**src/rtl/slp_pkg.sv**
```systemverilog
// Shared types for the serial logic processor: function codes, route codes, FSM states.
package slp_pkg;

  typedef enum logic [2:0] {
    FUNC_AND  = 3'b000,
    FUNC_OR   = 3'b001,
    FUNC_XOR  = 3'b010,
    FUNC_ONE  = 3'b011,
    FUNC_NAND = 3'b100,
    FUNC_NOR  = 3'b101,
    FUNC_XNOR = 3'b110,
    FUNC_ZERO = 3'b111
  } func_e;

  typedef enum logic [1:0] {
    ROUTE_KEEP = 2'b00,
    ROUTE_B_F  = 2'b01,
    ROUTE_A_F  = 2'b10,
    ROUTE_SWAP = 2'b11
  } route_e;

  typedef enum logic [1:0] {
    IDLE  = 2'b00,
    SHIFT = 2'b01,
    DONE  = 2'b10,
    HOLD  = 2'b11
  } state_e;

  function automatic logic apply_func(input func_e f, input logic a, input logic b);
    logic res;
    case (f)
      FUNC_AND:  res = a & b;
      FUNC_OR:   res = a | b;
      FUNC_XOR:  res = a ^ b;
      FUNC_ONE:  res = 1'b1;
      FUNC_NAND: res = ~(a & b);
      FUNC_NOR:  res = ~(a | b);
      FUNC_XNOR: res = ~(a ^ b);
      default:   res = 1'b0;
    endcase
    return res;
  endfunction

endpackage

```
**src/rtl/slp_control.sv**
```systemverilog
// Control FSM for the serial logic processor: Start edge detect, shift counter,
// Busy/Done and the F/R/Dir latches. Dir exists only when SLP_DIR_EN is defined.
module slp_control
  import slp_pkg::*;
#(
  parameter int WIDTH = 8,
  parameter int CNT_W = $clog2(WIDTH + 1)
) (
  input  logic       clk,
  input  logic       rst_n,
  input  logic       start,
  input  logic [2:0] f,
  input  logic [1:0] r,
`ifdef SLP_DIR_EN
  input  logic       dir,
`endif
  output logic       busy,
  output logic       done,
  output logic       shift_en,
  output logic       idle,
  output func_e      f_lat,
  output route_e     r_lat,
  output logic       dir_lat
);

  state_e           state;
  logic [CNT_W-1:0] count;
  logic             seen_low;
  logic             dir_in;

`ifdef SLP_DIR_EN
  assign dir_in = dir;
`else
  assign dir_in = 1'b0;
`endif

  assign shift_en = (state == SHIFT);
  assign idle     = (state == IDLE);

  // seen_low records that Start was low at the previous edge; it clears on reset so
  // a Start held high through reset cannot launch an operation.
  always_ff @(posedge clk or negedge rst_n) begin
    if (!rst_n) begin
      state    <= IDLE;
      count    <= '0;
      f_lat    <= FUNC_AND;
      r_lat    <= ROUTE_KEEP;
      dir_lat  <= 1'b0;
      seen_low <= 1'b0;
      busy     <= 1'b0;
      done     <= 1'b0;
    end else begin
      seen_low <= ~start;
      done     <= 1'b0;
      case (state)
        IDLE: begin
          if (start && seen_low) begin
            state   <= SHIFT;
            count   <= CNT_W'(WIDTH);
            f_lat   <= func_e'(f);
            r_lat   <= route_e'(r);
            dir_lat <= dir_in;
            busy    <= 1'b1;
          end
        end
        SHIFT: begin
          count <= count - CNT_W'(1);
          if (count == CNT_W'(1)) begin
            state <= DONE;
            busy  <= 1'b0;
            done  <= 1'b1;
          end
        end
        DONE: state <= start ? HOLD : IDLE;
        HOLD: begin
          if (!start) state <= IDLE;
        end
        default: state <= IDLE;
      endcase
    end
  end

endmodule

```
**src/rtl/serial_logic_processor_n.sv**
```systemverilog
// Parametrised serial logic processor: two shift registers combined bit-serially by F,
// routed by R. Define SLP_DIR_EN to add the Dir port for left shifting.
module serial_logic_processor_n
  import slp_pkg::*;
#(
  parameter int WIDTH = 8,
  parameter int CNT_W = $clog2(WIDTH + 1)
) (
  input  logic             Clk,
  input  logic             Reset_n,
  input  logic             LoadA,
  input  logic             LoadB,
  input  logic             Start,
`ifdef SLP_DIR_EN
  input  logic             Dir,
`endif
  input  logic [WIDTH-1:0] Din,
  input  logic [2:0]       F,
  input  logic [1:0]       R,
  output logic             Busy,
  output logic             Done,
  output logic [WIDTH-1:0] A,
  output logic [WIDTH-1:0] B
);

  logic   shift_en;
  logic   idle;
  func_e  f_lat;
  route_e r_lat;
  logic   dir_lat;
  logic   out_a;
  logic   out_b;
  logic   fval;
  logic   new_a;
  logic   new_b;

  slp_control #(
    .WIDTH (WIDTH),
    .CNT_W (CNT_W)
  ) u_control (
    .clk      (Clk),
    .rst_n    (Reset_n),
    .start    (Start),
    .f        (F),
    .r        (R),
`ifdef SLP_DIR_EN
    .dir      (Dir),
`endif
    .busy     (Busy),
    .done     (Done),
    .shift_en (shift_en),
    .idle     (idle),
    .f_lat    (f_lat),
    .r_lat    (r_lat),
    .dir_lat  (dir_lat)
  );

  // The outgoing bit is the end the registers shift away from.
  always_comb begin
    out_a = dir_lat ? A[WIDTH-1] : A[0];
    out_b = dir_lat ? B[WIDTH-1] : B[0];
    fval  = apply_func(f_lat, out_a, out_b);
    new_a = out_a;
    new_b = out_b;
    case (r_lat)
      ROUTE_B_F: new_b = fval;
      ROUTE_A_F: new_a = fval;
      ROUTE_SWAP: begin
        new_a = out_b;
        new_b = out_a;
      end
      default: ;
    endcase
  end

  always_ff @(posedge Clk or negedge Reset_n) begin
    if (!Reset_n) begin
      A <= '0;
      B <= '0;
    end else if (shift_en) begin
      if (dir_lat) begin
        A <= {A[WIDTH-2:0], new_a};
        B <= {B[WIDTH-2:0], new_b};
      end else begin
        A <= {new_a, A[WIDTH-1:1]};
        B <= {new_b, B[WIDTH-1:1]};
      end
    end else if (idle) begin
      if (LoadA) A <= Din;
      if (LoadB) B <= Din;
    end
  end

endmodule

```
**config.mk**
```make
export PLATFORM = sky130hd
export DESIGN_NAME = serial_logic_processor_n
export DESIGN_NICKNAME = d
export VERILOG_FILES = /design/src/rtl/slp_pkg.sv /design/src/rtl/slp_control.sv /design/src/rtl/serial_logic_processor_n.sv
export SDC_FILE = /design/constraint.sdc
export NUM_CORES = 1
export LEC_CHECK = 0
export ABC_AREA = 0
export BUFFER_PORTS_ARGS = -buffer_cell sky130_fd_sc_hd__clkbuf_2
export CORE_ASPECT_RATIO = 1.75
export CORE_MARGIN = 4
export CORE_UTILIZATION = 30
export DETAILED_ROUTE_END_ITERATION = 16
export PLACE_DENSITY_LB_ADDON = 0.08
export SLEW_MARGIN = 5
export SYNTH_ARGS = -nofsm -noshare
export SYNTH_HDL_FRONTEND = slang
export SYNTH_SLANG_ARGS = --single-unit
```
**constraint.sdc**
```tcl
create_clock -name Clk -period 3.32 [get_ports Clk]
set_input_delay 0.498 -clock Clk [delete_from_list [all_inputs] [get_ports Clk]]
set_output_delay 0.498 -clock Clk [all_outputs]
set_load 0.01 [all_outputs]
```
======== Word level (Yosys, flattened, before mapping) ========
Index checks and enable logic that the tools add are counted.
word-level totals
  flip-flop bits (word level) ............. 30
  input bits .............................. 18
  output and inout port bits .............. 18
  logic and storage cells ................. 66
operators by class
  add/sub/neg operators ................... 1
  eq/ne operators ......................... 16
  muxes and demuxes ....................... 21
  bitwise operators ....................... 7
  reduce and logical (&&, ||, !) cells .... 12
operator list
  cell                   count
  $mux W8                6
  $eq A3 B3 Y1 const B   3
  $eq A2 B2 Y1 const B   4
  $mux W2                4
  $pmux W2 S4            1
  $pmux W4 S2            1
  $reduce_and A2 Y1      4
  $pmux W1 S7            1
  $eq A3 B2 Y1 const B   2
  $pmux W1 S2            3
  $reduce_and A3 Y1      2
  $reduce_bool A2 Y1     3
  $eq A2 B1 Y1 const B   2
  $eq A4 B1 Y1 const B   1
  $mux W1                4
  $mux W4                1
  $ne A2 B1 Y1 const B   2
  $not A1 Y1             4
  $sub A4 B1 Y4 const B  1
  $eq A3 B1 Y1 const B   1
  $logic_not A3 Y1       1
  $logic_not A2 Y1       1
  $ne A2 B2 Y1 const B   1
  $and A1 B1 Y1          1
  3 further kinds        3

======== Longest topological paths before layout ========
Gate-level depths: netlist of the first run.
  depth in word-level cells ............... 5
  depth in mapped cells ................... 6
  mapped depth without buffers ............ 6

======== Cells and area by module ========
Synthesis of the first run repeated with hierarchy kept, for this count alone.
unflattened totals
  cell total of the unflattened synthesis .. 160
  area, all modules ....................... 1704.1 um^2
modules (own cells, without submodules)
  module                    times used  cells an instance  area an instance (um^2)  sequential area each (um^2)
  serial_logic_processor_n  1           110                1082.3                   400.4
  slp_control               1           50                 621.8                    350.3

======== Worst setup path after synthesis of the first run ========
OpenSTA, ideal clock, no wires.
  path type ............................... reg-to-reg
  start ................................... register A[0]
  end ..................................... register A[7]
  library setup time ...................... 0.122 ns
  arrival ................................. 1.336 ns
  data required time ...................... 3.198 ns
  path slack .............................. 1.862 ns
  stages on the path, launching flop included .. 7
  path buffers ............................ 0
  period minus slack after synthesis ...... 1.458 ns
  cell sequence ........................... dfrtp_1 -> inv_1 -> ha_1 -> mux2_2 -> o22a_1 -> o2111ai_1 -> nand2_1
between the ends
  cells in the longest elaborated chain, start to end .. 5
  elaborated cells between the ends (all ways) .. 9
RTL lines
  item                                         RTL line                                     source
  start: declaration                           serial_logic_processor_n.sv:22               output logic [WIDTH-1:0] A,
  start signal: assignment                     serial_logic_processor_n.sv:82               A <= {A[WIDTH-2:0], new_a};
  start signal: assignment                     serial_logic_processor_n.sv:85               A <= {new_a, A[WIDTH-1:1]};
  start signal: assignment                     serial_logic_processor_n.sv:89               if (LoadA) A <= Din;
  $xor A1 B1 Y1, or another cell as far along  slp_pkg.sv:34, slp_pkg.sv:38
  $not A1 Y1 (on tied branches)                slp_pkg.sv:38, slp_pkg.sv:36, slp_pkg.sv:37
  $pmux W1 S7                                  slp_pkg.sv:31                                case (f)
  $pmux W1 S2 (*)                              serial_logic_processor_n.sv:65               case (r_lat)
  $mux W8 (*)                                  serial_logic_processor_n.sv:80               end else if (shift_en) begin
Mark *: on every way between the ends. The rest lies on a longest branch, timed or not.
A chain may end at the register's enable or synchronous reset.

======== Worst setup path in the final report of the first run ========
  start ................................... register u_control.state[0]
  end ..................................... register A[7]
between the ends
  cells in the longest elaborated chain, start to end .. 3
  elaborated cells between the ends (all ways) .. 6
RTL lines
  item                                              RTL line                              source
  start: declaration                                slp_control.sv:26                     state_e state;
  start signal: assignment                          slp_control.sv:74                     DONE: state <= start ? HOLD : IDLE;
  $eq A2 B1 Y1 or $logic_not A2 Y1 (tied branches)  slp_control.sv:37, slp_control.sv:38
  $reduce_bool A2 Y1 (no line)                      --
  $reduce_and A2 Y1 (no line)                       --
Parallel ways exist; a longest one is shown, timed or not.

==> impl_metrics.toml, run 1 <==
[run_status]
status = "finished clean"

[clocking]
cts_resized = 0
cts_sinks = 30
ctsRootBufferMaster = "clkbuf_8"
cts_buffers = 5
cts.clk_slew.worst_paths_ps = 70
cts_setup_buffers = 0
htree_levels = 2
cts_tree = "built"
holdBufCountCts = 0
insertion_delay_ps = 280
clockBufferDepth = 2

[logic_synthesis]
syn_inst = 160
avgSynthCellArea_um2 = 9.42
ys_seq_elements = 30
synth.distinct_cells = 28
synth.cell_area_um2 = 1510
synth-seq-area-share = 0.498
syn-num-nets = 182
yosys_warnings = 0

[final_layout]
finalNetCount = 215
finish.utilization = 0.378
drive_above_1_share = 0.253
antenna_cells = 0
layout_common_cells = "nand2_1, clkbuf_2, dfrtp_1, o21ai_0, a22oi_1"
area_growth_pct = 20.2

[timing]
skew_ps = 5.12
worst_slack_ps = 1380
finalHoldViolCount = 0
setup_tns_ps = 0
fmax_mhz = 515
min_period_ps = 1940
tightest_slew_ps = 776
drv_slew = 0
rsz0062_at_grt = "no"
setup_viol = 0
whs_ps = 282
finalCritPeriodShare = 0.584
slew_headroom = 0.482

[worst_setup_path]
startpoint_type = "register"
crit_arrival_ps = 2100
path_class = "register to register"
crit_path_max_fanout = 25
crit_required_ps = 3480
end_kind = "register"

[global_route]
grt_overflow = 0
antenna_found_initial = 0
grt_max_degree = 31
grt_pass1_vias = 1315
grt_first_pass_wirelength_mm = 6.32
grt_usage = 0.136

[place]
pre_cts_slack_ps = 1400
gp_congestion = 0.811
numPortBuffers = 35
hpwl_mm = 2.96

[floorplan]
core-area_um2 = 4790
ios = 36
initial_core_util = 0.315
dieArea_um2 = 6270
die_w_um = 61.6
std_cell_rows = 33
die_h_um = 102

[drt]
avgViaCountPerCell = 5.28
routedWlPerCell_um = 16.0
postRouteAntennaNets = 0
drt_iter0_markers = 54
remaining_drc_errors = 0
drtPass1Iterations = 4
vias = 1299
wirelength_mm = 3.94

[power]
irDropWorstVdd_mv = 0.392
p_leak_nw = 0.868
powerDensity_nw_per_um2 = 1000
finalPower_w = 0.00182

[flow_run]
max_cap_violations = 0

[worst_hold_path]
min_path_type = "input port to async pin"
[per-stage QoR]
stage / instances / cell area, um2
after global placement: 238 / 1700
final: 246 / 1810
after detailed placement: 238 / 1700
after floorplan: 160 / 1510
after CTS: 246 / 1810
after global routing: 246 / 1810
[logic make-up (layout without fill, tap and decap cells)]
family          Yosys count  after routing  synth area share
simple gates             59             59             0.190
compound gates           49             49             0.222
flops                    30             30             0.498
buf+inv                  17             51            0.0498
fa+ha+maj                 4              4            0.0332
mux                       1              1           0.00747
[report_power, final]
group          total [W]  internal [W]  switching (W)
Sequential      0.000754      0.000534       0.000220
Clock           0.000360      0.000221       0.000139
Combinational   0.000702      0.000330       0.000372
[worst paths after layout]
kind                               startpoint            endpoint  slack [ps]  depth (start not counted)
min in group Clk                         R[1]  u_control.r_lat[1]         410                          3
min                                   Reset_n                A[1]         280                          1
min reg2reg                    u_control.busy      u_control.busy         480                          2
max in group asynchronous             Reset_n  u_control.f_lat[2]        2540                          1
max reg2reg                u_control.state[0]                A[7]        1380                          4
max                        u_control.state[0]                A[7]        1380                          4
[synth_stat cells]
master / count / area, um2
o22ai_1: 3 / 18.8
a2bb2oi_1: 2 / 17.5
buf_2: 3 / 15.0
a21oi_1: 3 / 15.0
nor2b_1: 9 / 56.3
o32a_1: 2 / 20.0
o22a_1: 1 / 8.76
or4b_4: 2 / 27.5
o21ai_0: 15 / 75.1
nor3_1: 1 / 5.00
and3_1: 3 / 18.8
nand3_1: 4 / 20.0
nand2_1: 35 / 131
dfrtp_1: 30 / 751
buf_4: 2 / 15.0
clkbuf_1: 4 / 15.0
nor2_1: 2 / 7.51
nand2b_1: 1 / 6.26
nor3b_1: 1 / 7.51
inv_1: 8 / 30.0
a22oi_1: 13 / 97.6
ha_1: 4 / 50.1
o2111ai_1: 3 / 26.3
mux2_2: 1 / 11.3
o21ba_2: 2 / 20.0
o21ai_1: 4 / 20.0
nor4_1: 1 / 6.26
o2111ai_2: 1 / 15.0
[sequential cells by signal, indices dropped and copies added, names as in the netlist]
signal	cells
A	8
B	8
u_control.count	4
u_control.f_lat	3
u_control.r_lat	2
u_control.state	2
u_control.busy	1
u_control.done	1
u_control.seen_low	1
[critical path: stages, from the launching register on]
cell and delay [ps]:
dfrtp_1 840, nand2b_1 360, o32a_1 430, a2bb2oi_1 130
nand2_1 60
[metal layers]
layer / GRT usage / wire length (um) / up-vias
li1: - / - / 631
met1: 0.147 / 1490 / 627
met2: 0.244 / 2130 / 34
met3: 0.0319 / 224 / 7
met4: 0.0539 / 95 / 0
met5: 0 / 0 / -
[layout make-up]
| class | instances | area, um2 |
|---|---|---|
| fillers | 516 | 2980 |
| flip-flops and latches | 30 | 751 |
| multi-input cells | 113 | 682 |
| repair buffers | 35 | 175 |
| clock buffers | 5 | 68.8 |
| well taps | 52 | 65.1 |
| clock inverters | 3 | 40.0 |
| inverters | 8 | 30.0 |
Note: power is estimated with default switching activity, not from simulation.
==> run 2, diff against run 1 <==
- clock period: 3.32 -> 2.02 ns (I/O delays scaled with it)
==> run 2 against run 1 <==
Routed wire length decreased by 0.36%. Register-to-register slack got worse by 990 ps. Critical endpoint unchanged. Cell count increased by 1.2%. Combinational power increased by 77%. Clock-buffer cell count increased by 2. Sequential power increased by 59%. Design area increased by 0.28%. Sequential share of layout area decreased by 0.11 points. Clock power increased by 38%. Global-route usage increased by 0.24 points. Hold slack got worse by 190 ps.
==> impl_metrics.toml, run 2 (same netlist as run 1, synthesis figures left out) <==
[global_route]
grt_usage = 0.138
grt_pass1_vias = 1333
grt_overflow = 0
antenna_found_initial = 0
grt_max_degree = 31
grt_first_pass_wirelength_mm = 6.46

[floorplan]
initial_core_util = 0.315
std_cell_rows = 33
die_h_um = 102
die_w_um = 61.6
ios = 36
core-area_um2 = 4790
dieArea_um2 = 6270

[place]
numPortBuffers = 35
pre_cts_slack_ps = 397
gp_congestion = 0.804
place_inst = 241
hpwl_mm = 2.96

[timing]
slew_headroom = 0.478
min_period_ps = 1630
setup_tns_ps = 0
skew_ps = 8.00
finalCritPeriodShare = 0.809
setup_viol = 0
finalHoldViolCount = 0
whs_ps = 90.6
rsz0062_at_grt = "no"
fmax_mhz = 612
tightest_slew_ps = 783
worst_slack_ps = 385
drv_slew = 0

[power]
powerDensity_nw_per_um2 = 1610
p_comb_frac = 0.422
p_leak_nw = 0.873
power.switching_fraction = 0.409
irDropWorstVdd_mv = 0.663
internal-power_w = 0.00173
p_switching_w = 0.00120
seqPwrFrac = 0.408
clkPwrFrac = 0.169

[clocking]
insertion_delay_ps = 280
holdBufCountCts = 0
cts_resized = 0
htree_levels = 2
cts_buffers = 5
cts_tree = "built"
cts_sinks = 30
cts_setup_buffers = 0
clockBufferDepth = 2
cts.clk_slew.worst_paths_ps = 70
ctsRootBufferMaster = "clkbuf_8"

[worst_setup_path]
end_kind = "register"
crit_path_top_delay_cell = "or4b_4"
crit_arrival_ps = 1800
crit_path_max_fanout = 15
startpoint_type = "register"
crit_chain = "or4b_4 -> o2111ai_1 -> a2bb2oi_1 -> nand2_1"
crit_required_ps = 2180
path_class = "register to register"
critPathMaxStageDelay_ps = 620

[drt]
drtPass1Iterations = 4
wirelength_mm = 3.93
avgViaCountPerCell = 5.21
vias = 1297
routedWlPerCell_um = 15.8
remaining_drc_errors = 0
postRouteAntennaNets = 0
drt_iter0_markers = 56

[final_layout]
stdcell_count = 249
antenna_cells = 0
layout_common_cells = "nand2_1, clkbuf_2, dfrtp_1, o21ai_0, a22oi_1"
finalNetCount = 218
reg.largest.list = "A (8), B (8), u_control.count (4)"
drive_above_1_share = 0.259
area_growth_pct = 20.5

[worst_hold_path]
min_path_type = "input port to async pin"

[flow_run]
max_cap_violations = 0

[run_status]
status = "finished clean"
run 2: worst paths after layout:
| path | from | slack, ps | cells past startpoint | to |
|---|---|---|---|---|
| max in group asynchronous | Reset_n | 1430 | 1 | A[7] |
| setup / recovery | u_control.state[0] | 390 | 4 | A[7] |
| hold / removal | Reset_n | 90 | 1 | A[2] |
| hold reg to reg | u_control.busy | 480 | 2 | u_control.busy |
| min in group Clk | R[1] | 220 | 3 | u_control.r_lat[1] |
| setup reg to reg | u_control.state[0] | 390 | 4 | A[7] |
run 2: layout make-up:
cell class	instances	area (um2)
Clock buffer	7	86.3
Clock inverter	1	5.00
Fill cell	507	2970
Inverter	8	30.0
Multi-Input combinational cell	113	682
Sequential cell	30	751
Tap cell	52	65.1
Timing Repair Buffer	38	198
run 2: worst max-delay path: cells and delay by family, from the launching register on:
family | cells | cell delay, ps
AOI/OAI and AO/OA | 2 | 300
and+or+nand+nor | 2 | 680
DFF | 1 | 540
run 2: power by group through the flow:
stage | clock [W] | combinational, W | sequential (W)
detailed placement | 0 | 0.00126 | 0.00121
global placement | 0 | 0.00125 | 0.00120
global route | 0.000554 | 0.00143 | 0.00125
finish | 0.000496 | 0.00124 | 0.00120
floorplan | 0 | 0.000859 | 0.00117
CTS | 0.000521 | 0.00127 | 0.00120
run 2: per-layer routing:
metal  vias to the layer above  GRT usage  part of all wire
met5                         -          0                 0
met4                         0     0.0637             0.030
met3                        10     0.0332             0.066
met2                        44      0.241              0.52
met1                       603      0.151              0.38
li1                        640          -                 -
run 2: per-stage QoR:
step	cell area, um2	total power, W	util
after global placement	1730	0.00245	0.360
final	1820	0.00293	0.379
after global routing	1820	0.00323	0.379
after detailed placement	1730	0.00247	0.360
after CTS	1820	0.00299	0.379
after floorplan	1510	0.00202	-
